--- src/rtl/booth_pkg.sv ---
// Shared types, widths and helpers for the radix-4 Booth multiplier sequencer.
package booth_pkg;

   localparam int OP_W      = 16;
   localparam int RES_W     = 32;
   localparam int ACC_W     = 40;
   localparam int MUL_STEPS = 8;

   typedef enum logic [2:0] {
      ST_IDLE    = 3'd0,
      ST_LAUNCH  = 3'd1,
      ST_WAIT    = 3'd2,
      ST_CAPTURE = 3'd3,
      ST_DRAIN   = 3'd4,
      ST_RECOVER = 3'd5
   } state_t;

   function automatic logic [ACC_W-1:0] sext_res(input logic [RES_W-1:0] v);
      return {{(ACC_W-RES_W){v[RES_W-1]}}, v};
   endfunction

endpackage

--- src/rtl/booth_seq_if.sv ---
// Operand and result valid/ready ports of the Booth sequencer.
interface booth_seq_if;
   import booth_pkg::*;

   logic            op_valid;
   logic            op_ready;
   logic [OP_W-1:0] op_a;
   logic [OP_W-1:0] op_b;
   logic            res_valid;
   logic            res_ready;
   logic [RES_W-1:0] res_data;

   modport master (
      output op_valid, op_a, op_b, res_ready,
      input  op_ready, res_valid, res_data
   );

   modport slave (
      input  op_valid, op_a, op_b, res_ready,
      output op_ready, res_valid, res_data
   );

endinterface

--- src/rtl/booth_seq_fifo.sv ---
// DEPTH-entry synchronous FIFO holding packed {a, b} operand pairs; head is read
// combinationally so the sequencer can latch it on the pop edge.
module booth_seq_fifo #(
   parameter int DEPTH = 4,
   parameter int WIDTH = 32
) (
   input  logic             clk,
   input  logic             reset,
   input  logic             push,
   input  logic [WIDTH-1:0] push_data,
   input  logic             pop,
   output logic [WIDTH-1:0] head_data,
   output logic             full,
   output logic             empty
);

   localparam int PTR_W = $clog2(DEPTH);
   localparam logic [PTR_W:0] FULL_CNT = (PTR_W+1)'(DEPTH);

   logic [WIDTH-1:0] mem_r [DEPTH];
   logic [PTR_W-1:0] wr_ptr_r;
   logic [PTR_W-1:0] rd_ptr_r;
   logic [PTR_W:0]   count_r;
   logic             do_push_s;
   logic             do_pop_s;

   // A pop frees the head slot, so a push into a full FIFO is accepted alongside it.
   always_comb begin
      do_pop_s  = pop && (count_r != '0);
      do_push_s = push && ((count_r != FULL_CNT) || do_pop_s);
   end

   // Storage array; contents are don't-care until written.
   always_ff @(posedge clk) begin
      if (do_push_s) begin
         mem_r[wr_ptr_r] <= push_data;
      end
   end

   // Pointers wrap naturally because DEPTH is a power of two.
   always_ff @(posedge clk) begin
      if (reset) begin
         wr_ptr_r <= '0;
         rd_ptr_r <= '0;
         count_r  <= '0;
      end else begin
         if (do_push_s) begin
            wr_ptr_r <= wr_ptr_r + 1'b1;
         end
         if (do_pop_s) begin
            rd_ptr_r <= rd_ptr_r + 1'b1;
         end
         case ({do_push_s, do_pop_s})
            2'b10:   count_r <= count_r + 1'b1;
            2'b01:   count_r <= count_r - 1'b1;
            default: count_r <= count_r;
         endcase
      end
   end

   assign head_data = mem_r[rd_ptr_r];
   assign full      = (count_r == FULL_CNT);
   assign empty     = (count_r == '0);

endmodule

--- src/rtl/booth_seq.sv ---
// Sequencer feeding one Booth multiplication at a time from an operand FIFO.
// Optional running accumulator enabled by defining BOOTH_SEQ_ACC_EN.
module booth_seq
   import booth_pkg::*;
#(
   parameter int DEPTH   = 4,
   parameter int TIMEOUT = 64
) (
   input  logic             clk,
   input  logic             reset,
   booth_seq_if.slave       bus,
   output logic             err,
   output logic             mul_start,
   output logic             mul_ack,
   output logic             mul_irq_enable,
   output logic [OP_W-1:0]  mul_data_a,
   output logic [OP_W-1:0]  mul_data_b,
   input  logic             mul_busy,
   input  logic             mul_irq,
   input  logic [RES_W-1:0] mul_result
`ifdef BOOTH_SEQ_ACC_EN
   ,
   input  logic             acc_clr,
   output logic [ACC_W-1:0] acc_data
`endif
);

   localparam int WD_W = $clog2(TIMEOUT + 1);
   localparam logic [WD_W-1:0] WD_LIMIT = WD_W'(TIMEOUT - 1);

   state_t             state_r;
   state_t             state_next_s;
   logic               fifo_full_s;
   logic               fifo_empty_s;
   logic [2*OP_W-1:0]  head_s;
   logic               push_s;
   logic               pop_s;
   logic               load_s;
   logic               timeout_s;
   logic               can_capture_s;
   logic [WD_W-1:0]    wd_r;
   logic               err_r;
   logic               start_r;
   logic               ack_r;
   logic               res_valid_r;
   logic [RES_W-1:0]   res_data_r;
   logic [OP_W-1:0]    data_a_r;
   logic [OP_W-1:0]    data_b_r;

   assign push_s = bus.op_valid && !fifo_full_s;

   booth_seq_fifo #(
      .DEPTH (DEPTH),
      .WIDTH (2*OP_W)
   ) u_fifo (
      .clk       (clk),
      .reset     (reset),
      .push      (push_s),
      .push_data ({bus.op_a, bus.op_b}),
      .pop       (pop_s),
      .head_data (head_s),
      .full      (fifo_full_s),
      .empty     (fifo_empty_s)
   );

   // Next-state logic; the watchdog only runs while no completion is pending.
   always_comb begin
      state_next_s  = state_r;
      pop_s         = 1'b0;
      timeout_s     = 1'b0;
      can_capture_s = !res_valid_r || bus.res_ready;
      case (state_r)
         ST_IDLE: begin
            if (!fifo_empty_s && !mul_busy) begin
               pop_s        = 1'b1;
               state_next_s = ST_LAUNCH;
            end else begin
               state_next_s = ST_IDLE;
            end
         end
         ST_LAUNCH: begin
            state_next_s = ST_WAIT;
         end
         ST_WAIT: begin
            if (mul_irq) begin
               if (can_capture_s) begin
                  state_next_s = ST_CAPTURE;
               end else begin
                  state_next_s = ST_WAIT;
               end
            end else if (wd_r == WD_LIMIT) begin
               timeout_s    = 1'b1;
               state_next_s = ST_RECOVER;
            end else begin
               state_next_s = ST_WAIT;
            end
         end
         ST_CAPTURE: begin
            state_next_s = ST_DRAIN;
         end
         ST_DRAIN: begin
            if (!mul_busy && !mul_irq) begin
               state_next_s = ST_IDLE;
            end else begin
               state_next_s = ST_DRAIN;
            end
         end
         ST_RECOVER: begin
            // First RECOVER cycle carries the ack pulse; only then wait for idle.
            if (ack_r) begin
               state_next_s = ST_RECOVER;
            end else if (!mul_busy) begin
               state_next_s = ST_IDLE;
            end else begin
               state_next_s = ST_RECOVER;
            end
         end
         default: begin
            state_next_s = ST_IDLE;
         end
      endcase
      load_s = (state_r == ST_WAIT) && (state_next_s == ST_CAPTURE);
   end

   // State, handshake outputs, operand latch, watchdog and result register.
   always_ff @(posedge clk) begin
      if (reset) begin
         state_r     <= ST_IDLE;
         start_r     <= 1'b0;
         ack_r       <= 1'b0;
         data_a_r    <= '0;
         data_b_r    <= '0;
         wd_r        <= '0;
         err_r       <= 1'b0;
         res_valid_r <= 1'b0;
         res_data_r  <= '0;
      end else begin
         state_r <= state_next_s;
         start_r <= (state_next_s == ST_LAUNCH);
         ack_r   <= (state_next_s == ST_CAPTURE) ||
                    ((state_next_s == ST_RECOVER) && (state_r != ST_RECOVER));
         if (pop_s) begin
            data_a_r <= head_s[2*OP_W-1:OP_W];
            data_b_r <= head_s[OP_W-1:0];
            wd_r     <= '0;
         end else if ((state_r == ST_LAUNCH) || ((state_r == ST_WAIT) && !mul_irq)) begin
            wd_r <= wd_r + 1'b1;
         end
         if (timeout_s) begin
            err_r <= 1'b1;
         end
         if (load_s) begin
            res_data_r  <= mul_result;
            res_valid_r <= 1'b1;
         end else if (res_valid_r && bus.res_ready) begin
            res_valid_r <= 1'b0;
         end
      end
   end

`ifdef BOOTH_SEQ_ACC_EN
   logic [ACC_W-1:0] acc_r;

   // Running sum of products; a clear coinciding with a capture keeps that product.
   always_ff @(posedge clk) begin
      if (reset) begin
         acc_r <= '0;
      end else if (acc_clr) begin
         acc_r <= load_s ? sext_res(mul_result) : '0;
      end else if (load_s) begin
         acc_r <= acc_r + sext_res(mul_result);
      end
   end

   assign acc_data = acc_r;
`endif

   assign bus.op_ready    = !fifo_full_s;
   assign bus.res_valid   = res_valid_r;
   assign bus.res_data    = res_data_r;
   assign err             = err_r;
   assign mul_start       = start_r;
   assign mul_ack         = ack_r;
   assign mul_irq_enable  = 1'b1;
   assign mul_data_a      = data_a_r;
   assign mul_data_b      = data_b_r;

endmodule

--- src/flat_wrapper.sv ---
// flat-port wrapper written by rule: the top's interface ports become plain ports
module booth_seq_flat import booth_pkg::*;
#(
   parameter int DEPTH   = 4,
   parameter int TIMEOUT = 64
)
  (clk, reset, err, mul_start, mul_ack, mul_irq_enable, mul_data_a, mul_data_b, mul_busy, mul_irq, mul_result, bus_op_valid, bus_op_a, bus_op_b, bus_res_ready, bus_op_ready, bus_res_valid, bus_res_data);
  booth_seq_if bus_i ();
  input  logic clk;
  input  logic reset;
  output logic err;
  output logic mul_start;
  output logic mul_ack;
  output logic mul_irq_enable;
  output logic [OP_W-1:0] mul_data_a;
  output logic [OP_W-1:0] mul_data_b;
  input  logic mul_busy;
  input  logic mul_irq;
  input  logic [RES_W-1:0] mul_result;
  input wire logic [$bits(bus_i.op_valid)-1:0] bus_op_valid;
  input wire logic [$bits(bus_i.op_a)-1:0] bus_op_a;
  input wire logic [$bits(bus_i.op_b)-1:0] bus_op_b;
  input wire logic [$bits(bus_i.res_ready)-1:0] bus_res_ready;
  output wire logic [$bits(bus_i.op_ready)-1:0] bus_op_ready;
  output wire logic [$bits(bus_i.res_valid)-1:0] bus_res_valid;
  output wire logic [$bits(bus_i.res_data)-1:0] bus_res_data;
  assign bus_i.op_valid = bus_op_valid;
  assign bus_i.op_a = bus_op_a;
  assign bus_i.op_b = bus_op_b;
  assign bus_i.res_ready = bus_res_ready;
  assign bus_op_ready = bus_i.op_ready;
  assign bus_res_valid = bus_i.res_valid;
  assign bus_res_data = bus_i.res_data;
  booth_seq #(.DEPTH(DEPTH), .TIMEOUT(TIMEOUT)) u_core (.clk(clk), .reset(reset), .bus(bus_i), .err(err), .mul_start(mul_start), .mul_ack(mul_ack), .mul_irq_enable(mul_irq_enable), .mul_data_a(mul_data_a), .mul_data_b(mul_data_b), .mul_busy(mul_busy), .mul_irq(mul_irq), .mul_result(mul_result));
endmodule
--- config.mk ---
export PLATFORM = sky130hd
export DESIGN_NAME = booth_seq_flat
export DESIGN_NICKNAME = d
export VERILOG_FILES = /design/src/rtl/booth_pkg.sv /design/src/rtl/booth_seq_if.sv /design/src/rtl/booth_seq_fifo.sv /design/src/rtl/booth_seq.sv /design/src/flat_wrapper.sv
export SDC_FILE = /design/constraint.sdc
export NUM_CORES = 1
export LEC_CHECK = 0
export CORE_MARGIN = 5
export CORE_UTILIZATION = 53
export DETAILED_ROUTE_END_ITERATION = 7
export PLACE_DENSITY = 0.8
export RECOVER_POWER = 100
export SLEW_MARGIN = 10
export SYNTH_ARGS = -nofsm -noshare
export SYNTH_HDL_FRONTEND = slang
export SYNTH_SLANG_ARGS = --single-unit
--- constraint.sdc ---
create_clock -name clk -period 3.2 [get_ports clk]
set_input_delay 0.32 -clock clk [delete_from_list [all_inputs] [get_ports clk]]
set_output_delay 0.32 -clock clk [all_outputs]
set_load 0.03 [all_outputs]
After elaboration in Yosys (flattened, before gate mapping)
Memories as Yosys holds them, arrays and structs flattened. A register that Yosys moved wholly into a read port is not among the register bits.
Cells that the tools add are included.
Storage, ports and cells
  input bits: 70
  bits in registers: 53
  bits in writable memories: 128
  word-level logic and storage cells: 72
  memories kept: 1
  output and inout bits: 70
Cells by class
  reduce and logical (&&, ||, !) cells: 24
  equality and inequality tests: 14
  add/sub/neg operators: 5
  mux-type cells: 18
Memories
  u_core.u_fifo.mem_r: words 4, bits a word 32, read ports 1, clocked after memory_dff 1, write ports 1, line booth_seq_fifo.sv:20  | logic [WIDTH-1:0] mem_r [DEPTH];
Operator list (count)
  3-bit case mux with 6 select lines: 1
  3-bit two-way mux: 5
  3-bit equality test (second input constant): 4
  1-bit two-way mux: 11
  3-bit by 2-bit equality test with 1-bit output (second input constant): 3
  1-bit logical AND: 9
  7-bit by 1-bit adder with 7-bit output (second input constant): 1
  7-bit by 6-bit equality test with 1-bit output (second input constant): 1
  3-bit by 1-bit equality test with 1-bit output (second input constant): 2
  3-bit logical NOT: 2
  3-bit != test (second input constant): 2
  3-bit case mux with 2 select lines: 1
  1-bit logical NOT: 5
  2-bit by 1-bit adder with 2-bit output (second input constant): 2
  1-bit logical OR: 4
  2-bit nonzero test: 2
  3-bit by 1-bit adder with 3-bit output (second input constant): 1
  3-bit nonzero test: 1
  3-bit by 1-bit subtractor with 3-bit output (second input constant): 1
  2-bit by 1-bit equality test with 1-bit output (second input constant): 1
  2-bit equality test (second input constant): 1
  2-bit OR reduction: 1

Longest topological paths before layout
  depth in word-level cells: 10
  depth in mapped cells: 11
  depth with buffers taken out: 9

Modules after synthesis
From an unflattened synthesis, not the netlist that was laid out.
Second synthesis, totals
  cell total of the unflattened synthesis: 587
  area, all modules: 8114.0 µm²
By module, submodules not included
  booth_seq_fifo: times used 1, cells each 226, sequential area each 4023.9 µm², area each 5143.7 µm²
  booth_seq: times used 1, cells each 361, sequential area each 1561.5 µm², area each 2970.3 µm²

Least setup slack after synthesis
Ideal clock, no wire load.
  path kind: register to register
  from: register u_core.state_r[0]
  to: register u_core.u_fifo.count_r[2]
  stages on the path, launching flop included: 12
  arrival time: 2.532 ns
  slack: 0.596 ns
  period minus slack after synthesis: 2.604 ns
  data required time: 3.127 ns
  path buffers: 2
  library setup time: 0.073 ns
  path through: dfxtp_1 > or3_1 > or3_1 > buf_6 > clkinv_8 > buf_8 > ha_1 > inv_1 > fa_1 > xor2_1 > or3_1 > a21oi_1
On the way
  cells in the longest elaborated chain, start to end: 7
  elaborated cells on any way between the ends: 9
  classes of those cells: 2 x eq/ne; 2 x mux; 5 x reduce/logical
RTL lines
  from (decl): line booth_seq.sv:31  | state_t state_r;
  from (signal assigned): line booth_seq.sv:138  | state_r <= state_next_s;
  3-bit logical NOT (*): line booth_seq.sv:72  | case (state_r)
  1-bit two-way mux (*): line booth_seq.sv:72
  1-bit logical AND (*): line booth_seq_fifo.sv:29  | do_pop_s = pop && (count_r != '0);
  net u_core.u_fifo.do_pop_s: line booth_seq_fifo.sv:25  | logic do_pop_s;
  1-bit logical OR: line booth_seq_fifo.sv:30  | do_push_s = push && ((count_r != FULL_CNT) || do_pop_s);
  1-bit logical AND: line booth_seq_fifo.sv:30
  2-bit by 1-bit equality test with 1-bit output or 2-bit equality test (tied branches): line booth_seq_fifo.sv:53  | case ({do_push_s, do_pop_s})
  3-bit case mux with 2 select lines or 2-bit nonzero test (tied branches)
  to (signal assigned): line booth_seq_fifo.sv:54  | 2'b10: count_r <= count_r + 1'b1;
  to (signal assigned): line booth_seq_fifo.sv:55  | 2'b01: count_r <= count_r - 1'b1;
  to (signal assigned): line booth_seq_fifo.sv:56  | default: count_r <= count_r;
  to (decl): line booth_seq_fifo.sv:23  | logic [PTR_W:0] count_r;
Mark *: on every way through the listed nets, which the timed path passes. The rest lies on a longest branch.
A chain may end at the register's enable or synchronous reset.

Worst setup path in the final report
  from: register u_core.state_r[2]
  to: register u_core.data_a_r[10] (netlist: u_core.mul_data_a[10]), read port of u_core.u_fifo.mem_r
On the way
  cells in the longest elaborated chain, start to end: 2
RTL lines
  3-bit logical NOT: line booth_seq.sv:72
  1-bit two-way mux: line booth_seq.sv:72
  to (decl): line booth_seq.sv:47  | logic [OP_W-1:0] data_a_r;
Every way passes these cells.

==> out/metrics.csv <==
stage;metric;value;unit
synthesis;synth.yosys.seq_area_share;0.6758;
run_status;outcome;complete, but fails checks;
global_route;antenna_found_initial;0;
clock_network;hold_buffers;0;
synthesis;synth-xor-area-share;0.01174;
synthesis;syn_area;8205;um2
synthesis;synth.distinct_cells;45;
final_layout;post_route_cells_drive_above_1_share;0.1482;
clock_network;cts_setup_buffers;0;
sta;max_clock_freq;0.3497;GHz
synthesis;synth_edf_count;128;
die;die_w;134.4;um
sta;final-setup-viol-count;0;
clock_network;cts_root_buf;clkbuf_16;
sta;fin_tns_setup;0;ns
worst_setup_path;worstPathArrival;3.28;ns
synthesis;synth_compound_area_frac;0.07563;
synthesis;ys_async_sr_fraction;0;
global_route;grt_max_degree;86;
worst_setup_path;crit_chain;or3_1 > or3_1 > clkinv_8 > clkbuf_2 > nand2_1 > a21oi_2;
clock_network;path_clk_slew;0.06;ns
final_layout;fillers;1067;
routing;drc_errors;0;
power_and_ir_drop;finalPower;0.007963;W
worst_setup_path;cp_max_fo;40;
clock_network;numClockSinks;213;
worst_setup_path;startpoint;u_core.state_r[2]$_SDFF_PP0_;
sta;rsz0062_at_grt;no;
die;die_y;134.4;um
placed_design;place.gp.congestion;0.7868;
sta;period_needed;2.860;ns
placed_design;dp_hpwl;10470;um
die;dieArea;18070;um2
worst_setup_path;slowest_delay;0.98;ns
worst_setup_path;cp_common_cell;or3_1;
die;core_area;15200;um2
final_layout;n_antenna_cell;0;
worst_hold_path;hold_class;in2reg;
synthesis;synth-adder-area-share;0.01159;
synthesis;ys_ff_latch;213;
global_route;grt_first_pass_wirelength;27280;um
global_route;grt_usage;0.1871;
synthesis;synth_top_area_cell;edfxtp_1;
worst_setup_path;cp_top_family;simple AND/OR/NAND/NOR gates;
worst_setup_path;critPathKind;reg2reg;
synthesis;synth_top_family_by_area;simple AND/OR/NAND/NOR gates;
routing;vias_per_cell;5.392;
power_and_ir_drop;powerDensity;778.3;nW/um2
worst_setup_path;worstPathRequired;3.62;ns
worst_setup_path;cp_num_buf_inv;2;
worst_setup_path;start_kind;register;
power_and_ir_drop;leakage;3.560;nW
placed_design;port_buffers;138;
routing;wl_per_cell;18.52;um
die;ios;140;
clock_network;clk_path_buf_depth;3;
synthesis;yosys_warnings;0;
die;rows;45;
sta;finalHoldViolations;0;
global_route;grt_pass1_vias;5213;
clock_network;cts_made_buffers;22;
die;start_util;0.5398;
synthesis;synth_mux_area_frac;0.08905;
routing;drt-total-wl;16850;um
run_status;violations;capacitance limit, slew limit;
synthesis;synth_area_per_cell;14.27;um2
global_route;gr-total-overflow;0;
synthesis;synth_area_leaders;edfxtp_1 47%, dfxtp_1 21%, mux4_2 8.8%;
clock_network;htree_levels;1;
run;cap_viol_max_count;4;
worst_setup_path;rr_startpoint;u_core.state_r[2]$_SDFF_PP0_;
clock_network;clk_latency;0.52;ns
synthesis;synth_flop_cell;edfxtp_1;
synthesis;yosysTopAreaCellShare;0.4684;
sta;period_share;0.8937;
synthesis;synthCells;575;
clock_network;tritoncts;yes;
routing;vias;4907;
sta;report.final.slew_viol_count;132;
routing;first_iter_violations;236;
worst_hold_path;min-delay-start;mul_result[20];
routing;firstDrtPassIters;5;
final_layout;fin_nets;783;
clock_network;cts_resized;0;
worst_setup_path;cp-end-kind;register;
sta;final.setup_skew;0.02565;ns
synthesis;syn_nets;652;
synthesis;synthSimpleGateAreaFrac;0.1028;
final_layout;area_growth;24.69;%
sta;relSlewSlack;-0.1737;
power_and_ir_drop;irDropWorstVdd;0.6213;mV
routing;ant_nets;0;
worst_setup_path;cp_slowest_cell;clkbuf_2;
sta;worst_slew_pin_slew;1.761;ns
==> metrics by stage <==
step | cells | cell area, um2 | hold slack, ns | worst slack [ns] | util
finish | 910 | 10230 | 0.3816 | 0.3400 | 0.6730
CTS | 910 | 10370 | 0.3687 | 0.4548 | 0.6819
floorplan | 575 | 8205 | 0.4189 | 0.5956 | -
detailed placement | 870 | 9649 | 0.4504 | 0.1263 | 0.6347
global route | 910 | 10230 | 0.3668 | 0.1740 | 0.6730
global placement | 870 | 9649 | 0.4428 | 0.2655 | 0.6347
==> metal layers <==
| layer | up-vias | share of wire | track usage |
|---|---|---|---|
| li1 | 2324 | - | - |
| met1 | 2408 | 0.41 | 0.2426 |
| met2 | 157 | 0.51 | 0.3249 |
| met3 | 18 | 0.062 | 0.04014 |
| met4 | 0 | 0.015 | 0.04412 |
| met5 | - | 0 | 0 |
==> report_power, final <==
| part | internal [W] | leakage, nW | total [W] | switching [W] |
|---|---|---|---|---|
| Sequential | 0.00328 | 1.86 | 0.00352 | 0.000241 |
| Combinational | 0.000835 | 1.34 | 0.00198 | 0.00114 |
| Clock | 0.00145 | 0.352 | 0.00246 | 0.00101 |
| Total | 0.00557 | 3.56 | 0.00796 | 0.00239 |
==> layout make-up <==
class | instances | area, um2 | share of cell area
well taps | 188 | 235.2 | 0.02299
multi-input cells | 318 | 2266 | 0.2215
clock buffers | 32 | 628.1 | 0.06139
inverters | 8 | 42.54 | 0.004158
repair buffers | 143 | 1423 | 0.1390
clock inverters | 8 | 88.84 | 0.008683
flip-flops and latches | 213 | 5548 | 0.5423
==> worst reg2reg max path, stage by stage, from the launching register on <==
cell and delay [ns]:
dfxtp_1 0.48, or3_1 0.44, or3_1 0.45, clkinv_8 0.07, clkbuf_2 0.98, nand2_1 0.19, a21oi_2 0.16
==> layout by cell type, fill, tap and decap left out, types with 4 or more instances in the layout <==
cell type and count:
nor3_1 8, clkbuf_8 4, and3_1 5, clkdlybuf4s50_1 36
dlygate4sd3_1 101, dfxtp_1 83, nand3_1 4, inv_1 7
clkbuf_16 22, a21oi_1 71, xnor2_1 9, nand2_2 31
mux4_2 32, clkbuf_1 7, ha_1 6, o21ai_0 5
nor2_1 10, edfxtp_1 128, nand2_1 103
==> worst paths after layout <==
kind              slack (ns)  cells past startpoint                              endpoint
setup / recovery        0.34                      6    u_core.mul_data_a[10]$_SDFFE_PP0P_
hold / removal          0.38                      3  u_core.bus.res_data[20]$_SDFFE_PP0P_
setup reg to reg        0.34                      6    u_core.mul_data_a[10]$_SDFFE_PP0P_
hold reg to reg         0.45                      2   u_core.bus.res_data[4]$_SDFFE_PP0P_
==> Yosys cell counts, types with 3 or more instances <==
cell / number
buf_12: 3
nand3_1: 4
edfxtp_1: 128
nor3_1: 7
nand2b_1: 3
mux4_2: 32
dfxtp_1: 85
ha_1: 6
a21oi_1: 40
nand2_2: 32
xnor2_1: 9
a21oi_2: 32
or3_1: 3
inv_1: 7
nand2_1: 102
nor2_1: 10
buf_2: 8
clkbuf_1: 18
and3_1: 5
a211oi_1: 3
o21ai_0: 5
nor2b_1: 3
==> registers in the layout, summed over array words and instances (netlist names) <==
name                    cells
u_core.err                  1
u_core.u_fifo.count_r       3
u_core.u_fifo.rd_ptr_r      2
u_core.bus.res_valid        1
u_core.mul_data_b          16
u_core.mul_ack              1
u_core.wd_r                 7
u_core.mul_start            1
u_core.state_r              3
u_core.u_fifo.mem_r       128
u_core.u_fifo.wr_ptr_r      2
u_core.mul_data_a          16
u_core.bus.res_data        32
==> kinds of logic after synthesis <==
group,Yosys count
xor+xnor,11
fa+ha+maj,7
simple gates,179
compound gates,87
other cells,1
buf+inv,44
mux,33
flops,213
Note: power is estimated with default switching activity, not from simulation.
